File: src/rtl/pipe_ctrl.sv
// pipe_ctrl: pipeline hazard and freeze controller for a 5-stage pipeline.
// It resolves load-use stalls, taken-branch squashes and data-memory wait
// freezes, with a bounded wait that force-releases a stuck memory access.
// All state updates on the falling clock edge, matching the pipeline regs.
// Optional build macro: PIPE_CTRL_STATS_EN adds saturating stall/flush
// statistics counters; without it stall_cnt and flush_cnt are tied to zero.
module pipe_ctrl #(
  parameter int unsigned MAX_WAIT = 15
) (
  input  logic        clock,
  input  logic        reset_n,
  input  logic        idex_MemRead,
  input  logic [4:0]  idex_rt,
  input  logic [4:0]  ifid_rs,
  input  logic [4:0]  ifid_rt,
  input  logic        ifid_UsesRt,
  input  logic        branch_taken,
  input  logic        dmem_req,
  input  logic        dmem_ack,
  output logic        pc_en,
  output logic        ifid_en,
  output logic        exmem_en,
  output logic        memwb_en,
  output logic        ifid_flush,
  output logic        idex_bubble,
  output logic        memwb_bubble,
  output logic [1:0]  state,
  output logic        mem_timeout,
  output logic [15:0] stall_cnt,
  output logic [15:0] flush_cnt
);

  typedef enum logic [1:0] {
    RUN      = 2'd0,
    LU_STALL = 2'd1,
    MEM_WAIT = 2'd2
  } state_t;

  state_t     state_q, state_d;
  logic [7:0] wait_cnt_q, wait_cnt_d;
  logic       lu, frz, timeout_release;

  // Hazard detection and the freeze condition.
  always_comb begin
    lu = idex_MemRead && (idex_rt != 5'd0) &&
         ((idex_rt == ifid_rs) || (ifid_UsesRt && (idex_rt == ifid_rt)));
    timeout_release = (state_q == MEM_WAIT) && (wait_cnt_q >= 8'(MAX_WAIT));
    frz = dmem_req && !dmem_ack && !timeout_release;
  end

  // Next-state and pipeline control outputs, priority: reset, freeze,
  // timeout release, branch squash, load-use stall.
  always_comb begin
    // NOTE: every output gets a default first so no path leaves one unassigned (no latch).
    pc_en        = 1'b1;
    ifid_en      = 1'b1;
    exmem_en     = 1'b1;
    memwb_en     = 1'b1;
    ifid_flush   = 1'b0;
    idex_bubble  = 1'b0;
    memwb_bubble = 1'b0;
    state_d      = RUN;
    if (!reset_n) begin
      pc_en        = 1'b0;
      ifid_en      = 1'b0;
      exmem_en     = 1'b0;
      memwb_en     = 1'b0;
      ifid_flush   = 1'b1;
      idex_bubble  = 1'b1;
      memwb_bubble = 1'b1;
    end else if (frz) begin
      pc_en    = 1'b0;
      ifid_en  = 1'b0;
      exmem_en = 1'b0;
      memwb_en = 1'b0;
      state_d  = MEM_WAIT;
    end else if (timeout_release) begin
      // Abandon the stuck access: the load result is replaced by a NOP.
      memwb_bubble = 1'b1;
      ifid_flush   = branch_taken;
      idex_bubble  = branch_taken;
    end else if (branch_taken) begin
      // Squashing the dependent instruction makes any load-use stall moot.
      ifid_flush  = 1'b1;
      idex_bubble = 1'b1;
    end else if (lu && (state_q != LU_STALL)) begin
      pc_en       = 1'b0;
      ifid_en     = 1'b0;
      idex_bubble = 1'b1;
      state_d     = LU_STALL;
    end
  end

  // Wait counter counts frozen cycles and clears whenever the freeze ends.
  always_comb begin
    wait_cnt_d = (state_d == MEM_WAIT) ? wait_cnt_q + 8'd1 : 8'd0;
  end

  // State register, wait counter and sticky timeout flag.
  always_ff @(negedge clock or negedge reset_n) begin
    // NOTE: sequential state uses non-blocking assignments so all registers update together.
    if (!reset_n) begin
      state_q     <= RUN;
      wait_cnt_q  <= 8'd0;
      mem_timeout <= 1'b0;
    end else begin
      state_q    <= state_d;
      wait_cnt_q <= wait_cnt_d;
      if (timeout_release) mem_timeout <= 1'b1;
    end
  end

  assign state = state_q;

`ifdef PIPE_CTRL_STATS_EN
  logic [15:0] stall_cnt_q, flush_cnt_q;

  // Saturating statistics: stalled PC cycles and IF/ID flushes.
  always_ff @(negedge clock or negedge reset_n) begin
    if (!reset_n) begin
      stall_cnt_q <= 16'd0;
      flush_cnt_q <= 16'd0;
    end else begin
      if (!pc_en && (stall_cnt_q != 16'hFFFF)) stall_cnt_q <= stall_cnt_q + 16'd1;
      if (ifid_flush && (flush_cnt_q != 16'hFFFF)) flush_cnt_q <= flush_cnt_q + 16'd1;
    end
  end

  assign stall_cnt = stall_cnt_q;
  assign flush_cnt = flush_cnt_q;
`else
  assign stall_cnt = 16'd0;
  assign flush_cnt = 16'd0;
`endif

endmodule

File: config.mk
export PLATFORM = sky130hd
export DESIGN_NAME = pipe_ctrl
export DESIGN_NICKNAME = d
export VERILOG_FILES = /design/src/rtl/pipe_ctrl.sv
export SDC_FILE = /design/constraint.sdc
export NUM_CORES = 1
export LEC_CHECK = 0
export CAP_MARGIN = 20
export CORE_MARGIN = 3
export CORE_UTILIZATION = 31
export DETAILED_ROUTE_END_ITERATION = 8
export PLACE_DENSITY = 0.75
export SLEW_MARGIN = 20
export SYNTH_ARGS = -nofsm -noshare
export SYNTH_HDL_FRONTEND = slang
export SYNTH_SLANG_ARGS = --single-unit
File: constraint.sdc
create_clock -name clock -period 1.65 [get_ports clock]
set_input_delay 0.165 -clock clock [delete_from_list [all_inputs] [get_ports clock]]
set_output_delay 0.165 -clock clock [all_outputs]
set_load 0.005 [all_outputs]
After elaboration in Yosys (flattened, before gate mapping)
Cells that the tools add are included.
W data, S select, Z words.
{ "totals": {"ff_bits": 11, "input_bits": 22, "output_inout_bits": 42, "elab_cells": 46} }
{ "op_classes": {"n_addsub": 1, "n_lt_le_gt_ge": 1, "eq_ne": 5, "muxes": 25, "n_reduce_logical": 11} }
{ "ops": {"columns": ["cell", "n"], "rows": [
  ["$mux W1", 22],
  ["$eq A5 B5 Y1", 2],
  ["$add A8 B1 Y8 const B", 1],
  ["$ge A8 B4 Y1 const B", 1],
  ["$mux W8", 1],
  ["$logic_and A1 B1 Y1", 7],
  ["$reduce_bool A5 Y1", 1],
  ["$eq A2 B2 Y1 const B", 2],
  ["$mux W2", 2],
  ["$logic_not A1 Y1", 2],
  ["$ne A2 B1 Y1 const B", 1],
  ["$logic_or A1 B1 Y1", 1]
]} }

Logic depth before layout (Yosys ltp)
Gate-level depths: netlist (run 1).
{ "depth": {"ltp_word": 12, "ltp_mapped": 6, "ltp_nobuf": 5} }

==> impl_metrics.ini, run 1 <==
[power_and_ir_drop]
leakage_nw = 0.755
ir_drop_uv = 372
power.density_nw_per_um2 = 443

[global_routing]
antenna_found_initial = 0
grt_pass1_vias = 807
grt_max_degree = 11
grt_pass1_wl_mm = 3.65
busiest_layer = met2
grt_util_met1 = 0.158
grt_overflow_total = 0
grtUsageMet3 = 0.0213
use_met2 = 0.255
grt_usage = 0.136

[setup_path]
r2r_slack_ns = -0.14
critPathCaptureType = output pin
worst_path_largest_cell_delay_ns = 0.43
critPathArrivalTime_ns = 2.65
r2r-start = wait_cnt_q[1]
crit_type = flop to output pin
required_ns = 1.48
startpoint = wait_cnt_q[1]
crit_fanout = 5
rr_worst_depth = 8
path_cells = ha_2 > nand3_2 > a211o_4 > o211ai_1 > o21bai_1 > buf_2
setup.worst_path.start_class = flop
timing.rr.end = wait_cnt_q[5]
critPathSlowestCell = dfrtn_1

[route]
drt_iter0_drc = 6
antenna_left = 0
viasPerCell = 4.30
vias = 842
drtPass1Iterations = 4
wire_per_inst_um = 12.0
drc = 0
wirelength_mm = 2.35

[sta]
finClkSkew_ns = 0.00343
rsz0062_at_grt = yes
layout_setup_ws_ns = -1.16
hold_viol = 0
setup_viol = 20
final-max-slew-violation-count = 0

[finish]
fin_util = 0.533
stdcell_area_um2 = 1480
seq_area_um2 = 275
diodes = 0
most-common-layout-cells = conb_1, buf_4, clkdlybuf4s50_1
multi_input_area_um2 = 612
final_common_cell = conb_1
n_fill_cell = 252
syn2layout_area_growth_pct = 61.1
layout.nets = 189
drive_gt1_frac = 0.382

[die]
die_area_um2 = 3660
core.rowCount = 19
die_x_um = 60.5
fp.dieH_um = 60.5
start_util = 0.331
pin_count = 64
core_um2 = 2780

[placement]
place_ws_ns = -1.26
routabilityCongestion = 0.790
place_area_um2 = 1300
dp_hpwl_mm = 1.82
port_buffers = 31

[clock_network]
htree_levels = 1
cts_buffer_depth = 2
tritoncts = yes
cts_hold_buffers = 0
clkSinkCount = 11
cts_root_buf = clkbuf_4
clk_latency_ns = 0.27
clk_pin_slew_ns = 0.05
cts_made_buffers = 3

[min_path]
min_to = mem_timeout
hold_path_depth = 1
hp-start = mem_timeout
hp-class = flop to flop

[job]
maxCapViolCount = 0

[synthesis]
synth_ff_type = dfrtn_1
ys_warn_count = 0
seq_area_frac_synth = 0.299
synthArstFlopShare = 1.00
syn-cell-area_um2 = 920
yosys_register_bits = 11
avgSynthCellArea_um2 = 8.68
synthDistinctLibCells = 22
synth-edff-count = 0
postSynthCellCount = 106

[outcome]
violations = setup timing
status = complete, but fails checks
repair_timing:
action	CTS	global route
gates cloned	1	0
hold endpoints to repair	0	0
setup endpoints to repair	20	20
pin swaps	10	9
buffers inserted	4	3
gates resized for setup	55	33
worst max-delay path, delay by kind of cell, from the launching register on:
| family | cells | cell delay (ns) |
|---|---|---|
| buffers and inverters | 1 | 0.13 |
| AND/OR/NAND/NOR | 1 | 0.08 |
| flip-flops | 1 | 0.43 |
| AO/OA/AOI/OAI | 3 | 0.71 |
| adder cells (fa/ha/maj) | 1 | 0.20 |
worst max path at each step:
stage | end | slack [ns] | depth (start not counted)
final | idex_bubble | -1.16 | 6
after global routing | idex_bubble | -1.28 | 6
after CTS | ifid_en | -1.17 | 6
after detailed placement | idex_bubble | -1.26 | 6
after global placement | idex_bubble | -1.22 | 6
after floorplan | pc_en | -0.80 | 6
report_power, final:
part           leakage, nW  internal, mW  switching [mW]
combinational        0.587         0.109          0.0888
clock               0.0150        0.0936          0.0901
sequential           0.153         0.273         0.00160
routing by layer:
metal  vias to the layer above  part of all wire
met3                         6             0.065
met1                       395              0.35
met5                         -                 0
met2                        42              0.57
li1                        399                 -
met4                         0             0.022
layout make-up:
class | count | share of cell area
inverters | 5 | 0.0127
well taps | 31 | 0.0262
repair buffers | 57 | 0.345
multi-input cells | 88 | 0.413
clock buffers | 4 | 0.0177
flip-flops and latches | 11 | 0.186
cell usage after synthesis (all sizes together) (2+ instances only):
cell	count	area share
buf	34	0.28
dfrtn	11	0.30
inv	5	0.020
nand2	7	0.029
nand2b	3	0.020
nand3	3	0.016
nor2	11	0.045
nor3	2	0.011
nor4	3	0.020
xnor2	5	0.048
xor2	11	0.10
flip-flops by register name, summed over array words and instances (netlist names):
register	flops
mem_timeout	1
state	2
wait_cnt_q	8
logic make-up after synthesis:
kind of cell,synth area share
AOI/OAI and AO/OA,0.0599
and+or+nand+nor,0.173
other,0.00408
xor gates and xnor gates,0.152
adders and majority gates,0.0136
buffers and inverters,0.298
DFF,0.299
per-stage QoR:
stage | hold slack, ns | cells | TNS [ns] | total power, mW
final | 0.424 | 196 | -9.50 | 0.657
after global routing | 0.455 | 196 | -10.94 | 0.700
after CTS | 0.428 | 194 | -9.79 | 0.638
after detailed placement | 0.421 | 186 | -13.38 | 0.456
after global placement | 0.418 | 186 | -12.86 | 0.453
after floorplan | 0.366 | 137 | -5.18 | 0.397
Power figures use the tool's default switching activity.
==> inputs of run 2 (changes only) <==
- CELL_PAD_IN_SITES_DETAIL_PLACEMENT: default -> 1
- CELL_PAD_IN_SITES_GLOBAL_PLACEMENT: default -> 1
- CORE_UTILIZATION: 31 -> 21
- MAX_ROUTING_LAYER: default -> met4
- PLACE_DENSITY: 0.75 -> default
- PLACE_DENSITY_LB_ADDON: default -> 0.1
==> run 2 against run 1 <==
  * The flow still finishes with violations (setup timing)
  * Sequential share of layout area is 1.1 points lower
  * Final area grew 6.5%
  * Die area is 42% higher
  * Critical endpoint unchanged
  * Clock skew fell by 0.0015 ns
  * Highest routed layer unchanged
  * Worst hold slack about the same
  * First-iteration DRC count grew to 2.5 times the previous value
  * Non-clock buffer count up 12
  * Critical path type unchanged
  * Worst setup slack better by 0.040 ns
  * Sequential power barely moved
  * Clock-buffer cell count stayed put
  * Critical path depth stayed put
  * Largest cell class unchanged
  * Register-to-register slack worse by 0.88 ns
==> impl_metrics.ini, run 2 (same netlist as run 1, synthesis figures left out) <==
[outcome]
status = complete, but fails checks
violations = setup timing

[sta]
setup_viol = 15
layout_setup_ws_ns = -1.12
rsz0062_at_grt = yes
finClkSkew_ns = 0.00196
final-max-slew-violation-count = 0
hold_viol = 0

[finish]
layout.nets = 201
stdcell_area_um2 = 1580
final_common_cell = conb_1
n_fill_cell = 489
finalNonFillerCells = 227
drive_gt1_frac = 0.401
top_register = wait_cnt_q
diodes = 0
syn2layout_area_growth_pct = 71.6
largest_register_ff_count = 8
most-common-layout-cells = conb_1, buf_4, buf_6

[clock_network]
cts_hold_buffers = 0
cts_buffer_depth = 2
clk_latency_ns = 0.26
clk_pin_slew_ns = 0.04
cts_made_buffers = 3
htree_levels = 1
cts_root_buf = clkbuf_8
tritoncts = yes
clkSinkCount = 11

[power_and_ir_drop]
switching_power_mw = 0.193
power_mw = 0.734
swShare = 0.263
power.density_nw_per_um2 = 465
comb_power_share = 0.251
clockPowerShare = 0.372
ir_drop_uv = 168
p_int_mw = 0.541
seq_power_share = 0.377
leakage_nw = 0.766

[setup_path]
crit_type = flop to output pin
critPathArrivalTime_ns = 2.61
required_ns = 1.48
setup.worst_path.start_class = flop
critPathCaptureType = output pin
crit_fanout = 5

[global_routing]
grt_usage = 0.118
grt_max_degree = 12
grt_pass1_wl_mm = 4.70
grt_pass1_vias = 978
grt_overflow_total = 0
antenna_found_initial = 0

[route]
drtPass1Iterations = 3
met3_length_um = 179
drc = 0
wl_met2_mm = 1.55
vias = 882
viasPerCell = 3.89
wirelength_mm = 2.93
drt_iter0_drc = 15
wire_per_inst_um = 12.9
highest_layer = met4
antenna_left = 0
drt-met1-wl_mm = 1.13

[die]
die_x_um = 72.2
core.rowCount = 23
core_um2 = 4120
pin_count = 64
die_area_um2 = 5210
fp.dieH_um = 72.2
start_util = 0.223

[placement]
place_area_um2 = 1330
port_buffers = 31
place_ws_ns = -1.28
routabilityCongestion = 0.712
dp_cells = 205
dp_hpwl_mm = 2.10

[min_path]
hp-class = flop to flop

[job]
maxCapViolCount = 0
-- run 2: metal layers --
layer  up-vias  GRT usage
li1        422          -
met4         0     0.0397
met5         -          -
met2        40      0.204
met3         6     0.0332
met1       414      0.130
-- run 2: worst paths after layout --
path	cells past startpoint	slack, ns	start	end
worst max-delay path	6	-1.12	wait_cnt_q[0]	idex_bubble
worst min-delay path	1	0.42	mem_timeout	mem_timeout
worst max register to register	18	-1.02	wait_cnt_q[0]	wait_cnt_q[6]
worst min register to register	1	0.42	mem_timeout	mem_timeout
max in group asynchronous	2	0.55	reset_n	wait_cnt_q[3]
min in group asynchronous	2	0.91	reset_n	mem_timeout
-- run 2: cell type report --
type                       instances  area [um2]  area share
multi-input combinational         88         602       0.381
sequential                        11         275       0.174
inverter                           5        18.8      0.0119
tap                               50        62.6      0.0397
timing repair buffer              69         574       0.364
clock buffer                       4        45.0      0.0285
-- run 2: critical path: stages (launching register included) --
cell and delay [ns]:
dfrtn_1 0.45, ha_4 0.17, nand3_4 0.07, a211o_4 0.35, o211ai_1 0.20, o21bai_1 0.14
buf_2 0.13
-- run 2: timing repair --
| action | CTS | global route |
|---|---|---|
| gates resized for setup | 77 | 14 |
| setup endpoints to repair | 20 | 20 |
| pin swaps | 18 | 14 |
| setup buffers | 20 | 2 |
| cloned | 1 | 0 |
-- run 2: power groups by stage --
stage / registers [mW] / logic [mW] / clock network (mW)
4_1_cts: 0.276 / 0.179 / 0.282
3_3_place_gp: 0.280 / 0.175 / 0
3_5_place_dp: 0.280 / 0.178 / 0
2_1_floorplan: 0.280 / 0.117 / 0
5_1_grt: 0.277 / 0.205 / 0.299
6_report: 0.276 / 0.184 / 0.273
-- run 2: through the flow --
step	hold slack [ns]	TNS [ns]	util
5_1_grt	0.457	-11.65	0.383
6_report	0.424	-10.29	0.383
4_1_cts	0.434	-10.43	0.369
3_3_place_gp	0.414	-12.82	0.322
2_1_floorplan	0.366	-5.18	-
3_5_place_dp	0.429	-13.29	0.322
==> inputs of run 3 (changes only) <==
- PLACE_DENSITY_LB_ADDON: 0.1 -> 0.08
==> run 3 against run 2 <==
  * The run still ends with setup timing left
  * Clock power is 7% higher
  * Wire length is 0.38% higher
  * Worst setup slack worse by 0.015 ns
  * Clock-buffer cell count stayed put
  * Critical path type unchanged
  * Largest power group is now the clock network
==> impl_metrics.ini, run 3 (same netlist as run 1, synthesis figures left out) <==
[setup_path]
crit_type = flop to output pin
required_ns = 1.48
path_cells = ha_2 > nand3_4 > a211o_4 > o211ai_1 > o21bai_1 > buf_2
critPathArrivalTime_ns = 2.62
setup.worst_path.start_class = flop
crit_fanout = 4
critPathCaptureType = output pin
critPathSlowestCell = dfrtn_1
worst_path_largest_cell_delay_ns = 0.42

[global_routing]
use_met2 = 0.217
grt_util_met1 = 0.147
grt_pass1_wl_mm = 4.92
grt_pass1_vias = 1021
antenna_found_initial = 0
grtUsageMet3 = 0.0152
grt_max_degree = 11
grt_usage = 0.127
busiest_layer = met2
grt_overflow_total = 0

[die]
core_um2 = 4120
core.rowCount = 23
die_area_um2 = 5210
pin_count = 64
die_x_um = 72.2
start_util = 0.223
fp.dieH_um = 72.2

[route]
wirelength_mm = 2.94
drtPass1Iterations = 4
viasPerCell = 3.90
drt_iter0_drc = 28
antenna_left = 0
drc = 0
vias = 908
wire_per_inst_um = 12.6

[clock_network]
tritoncts = yes
cts_root_buf = clkbuf_8
clk_latency_ns = 0.27
clk_pin_slew_ns = 0.04
cts_made_buffers = 3
cts_buffer_depth = 2
clkSinkCount = 11
htree_levels = 1
cts_hold_buffers = 0

[placement]
place_ws_ns = -1.27
dp_hpwl_mm = 2.01
dp_cells = 206
routabilityCongestion = 0.754
place_area_um2 = 1330
port_buffers = 31

[power_and_ir_drop]
power.density_nw_per_um2 = 469
ir_drop_uv = 217
power_mw = 0.758
leakage_nw = 0.819

[outcome]
violations = setup timing
status = complete, but fails checks

[sta]
setup_viol = 16
finalCriticalPeriod_ns = 2.79
layout_setup_ws_ns = -1.14
fin_hold_ws_ns = 0.412
finClkSkew_ns = 0.00237
clock.fmax_mhz = 360
final-max-slew-violation-count = 0
hold_viol = 0
period_share = 1.69
tns_ns = -11.00
rsz0062_at_grt = yes

[finish]
finalNonFillerCells = 233
fin_util = 0.393
drive_gt1_frac = 0.383
final_common_cell = buf_4
n_fill_cell = 491
diodes = 0
top_register = wait_cnt_q
largest_register_ff_count = 8
layout.nets = 207
stdcell_area_um2 = 1620
syn2layout_area_growth_pct = 75.8
most-common-layout-cells = buf_4, conb_1, buf_6

[job]
maxCapViolCount = 0

[min_path]
hp-class = flop to flop
## run 3: cell type report
type / instances / area (um2) / area share
timing repair buffer: 75 / 649 / 0.402
sequential: 11 / 275 / 0.170
multi-input combinational: 88 / 566 / 0.350
inverter: 5 / 18.8 / 0.0116
tap: 50 / 62.6 / 0.0387
clock buffer: 4 / 45.0 / 0.0279
## run 3: report_power, final
group          switching, mW  internal, mW  leakage (nW)  total [mW]
logic                 0.0843         0.107         0.644       0.192
clock network          0.120         0.171        0.0228       0.291
registers            0.00160         0.274         0.153       0.276
total                  0.206         0.552         0.819       0.758
## run 3: layer usage
layer / wire length, um / vias to the layer above
li1: - / 438
met5: 0 / -
met1: 1160 / 426
met3: 148 / 4
met2: 1570 / 40
met4: 60 / 0
## run 3: timing repair
item,4_1_cts,5_1_grt
pin swaps,14,11
endpoints found under the setup margin,20,20
buffers inserted,27,3
resized for setup,67,11
gates cloned,1,0
## run 3: worst paths after layout
path / from / to / slack [ns] / depth (start not counted)
max: wait_cnt_q[1] / idex_bubble / -1.14 / 6
min: mem_timeout / mem_timeout / 0.41 / 1
max reg2reg: wait_cnt_q[1] / wait_cnt_q[6] / -1.13 / 19
min reg2reg: mem_timeout / mem_timeout / 0.41 / 1
max in group asynchronous: reset_n / mem_timeout / 0.55 / 3
min in group asynchronous: reset_n / wait_cnt_q[2] / 0.91 / 2
## run 3: worst max-delay path: cells and delay by family (launching register included)
kind	cells	cell delay, ns
buffers and inverters	1	0.13
AND/OR/NAND/NOR	1	0.07
AO/OA/AOI/OAI	3	0.69
adder cells (fa/ha/maj)	1	0.21
flip-flops	1	0.42
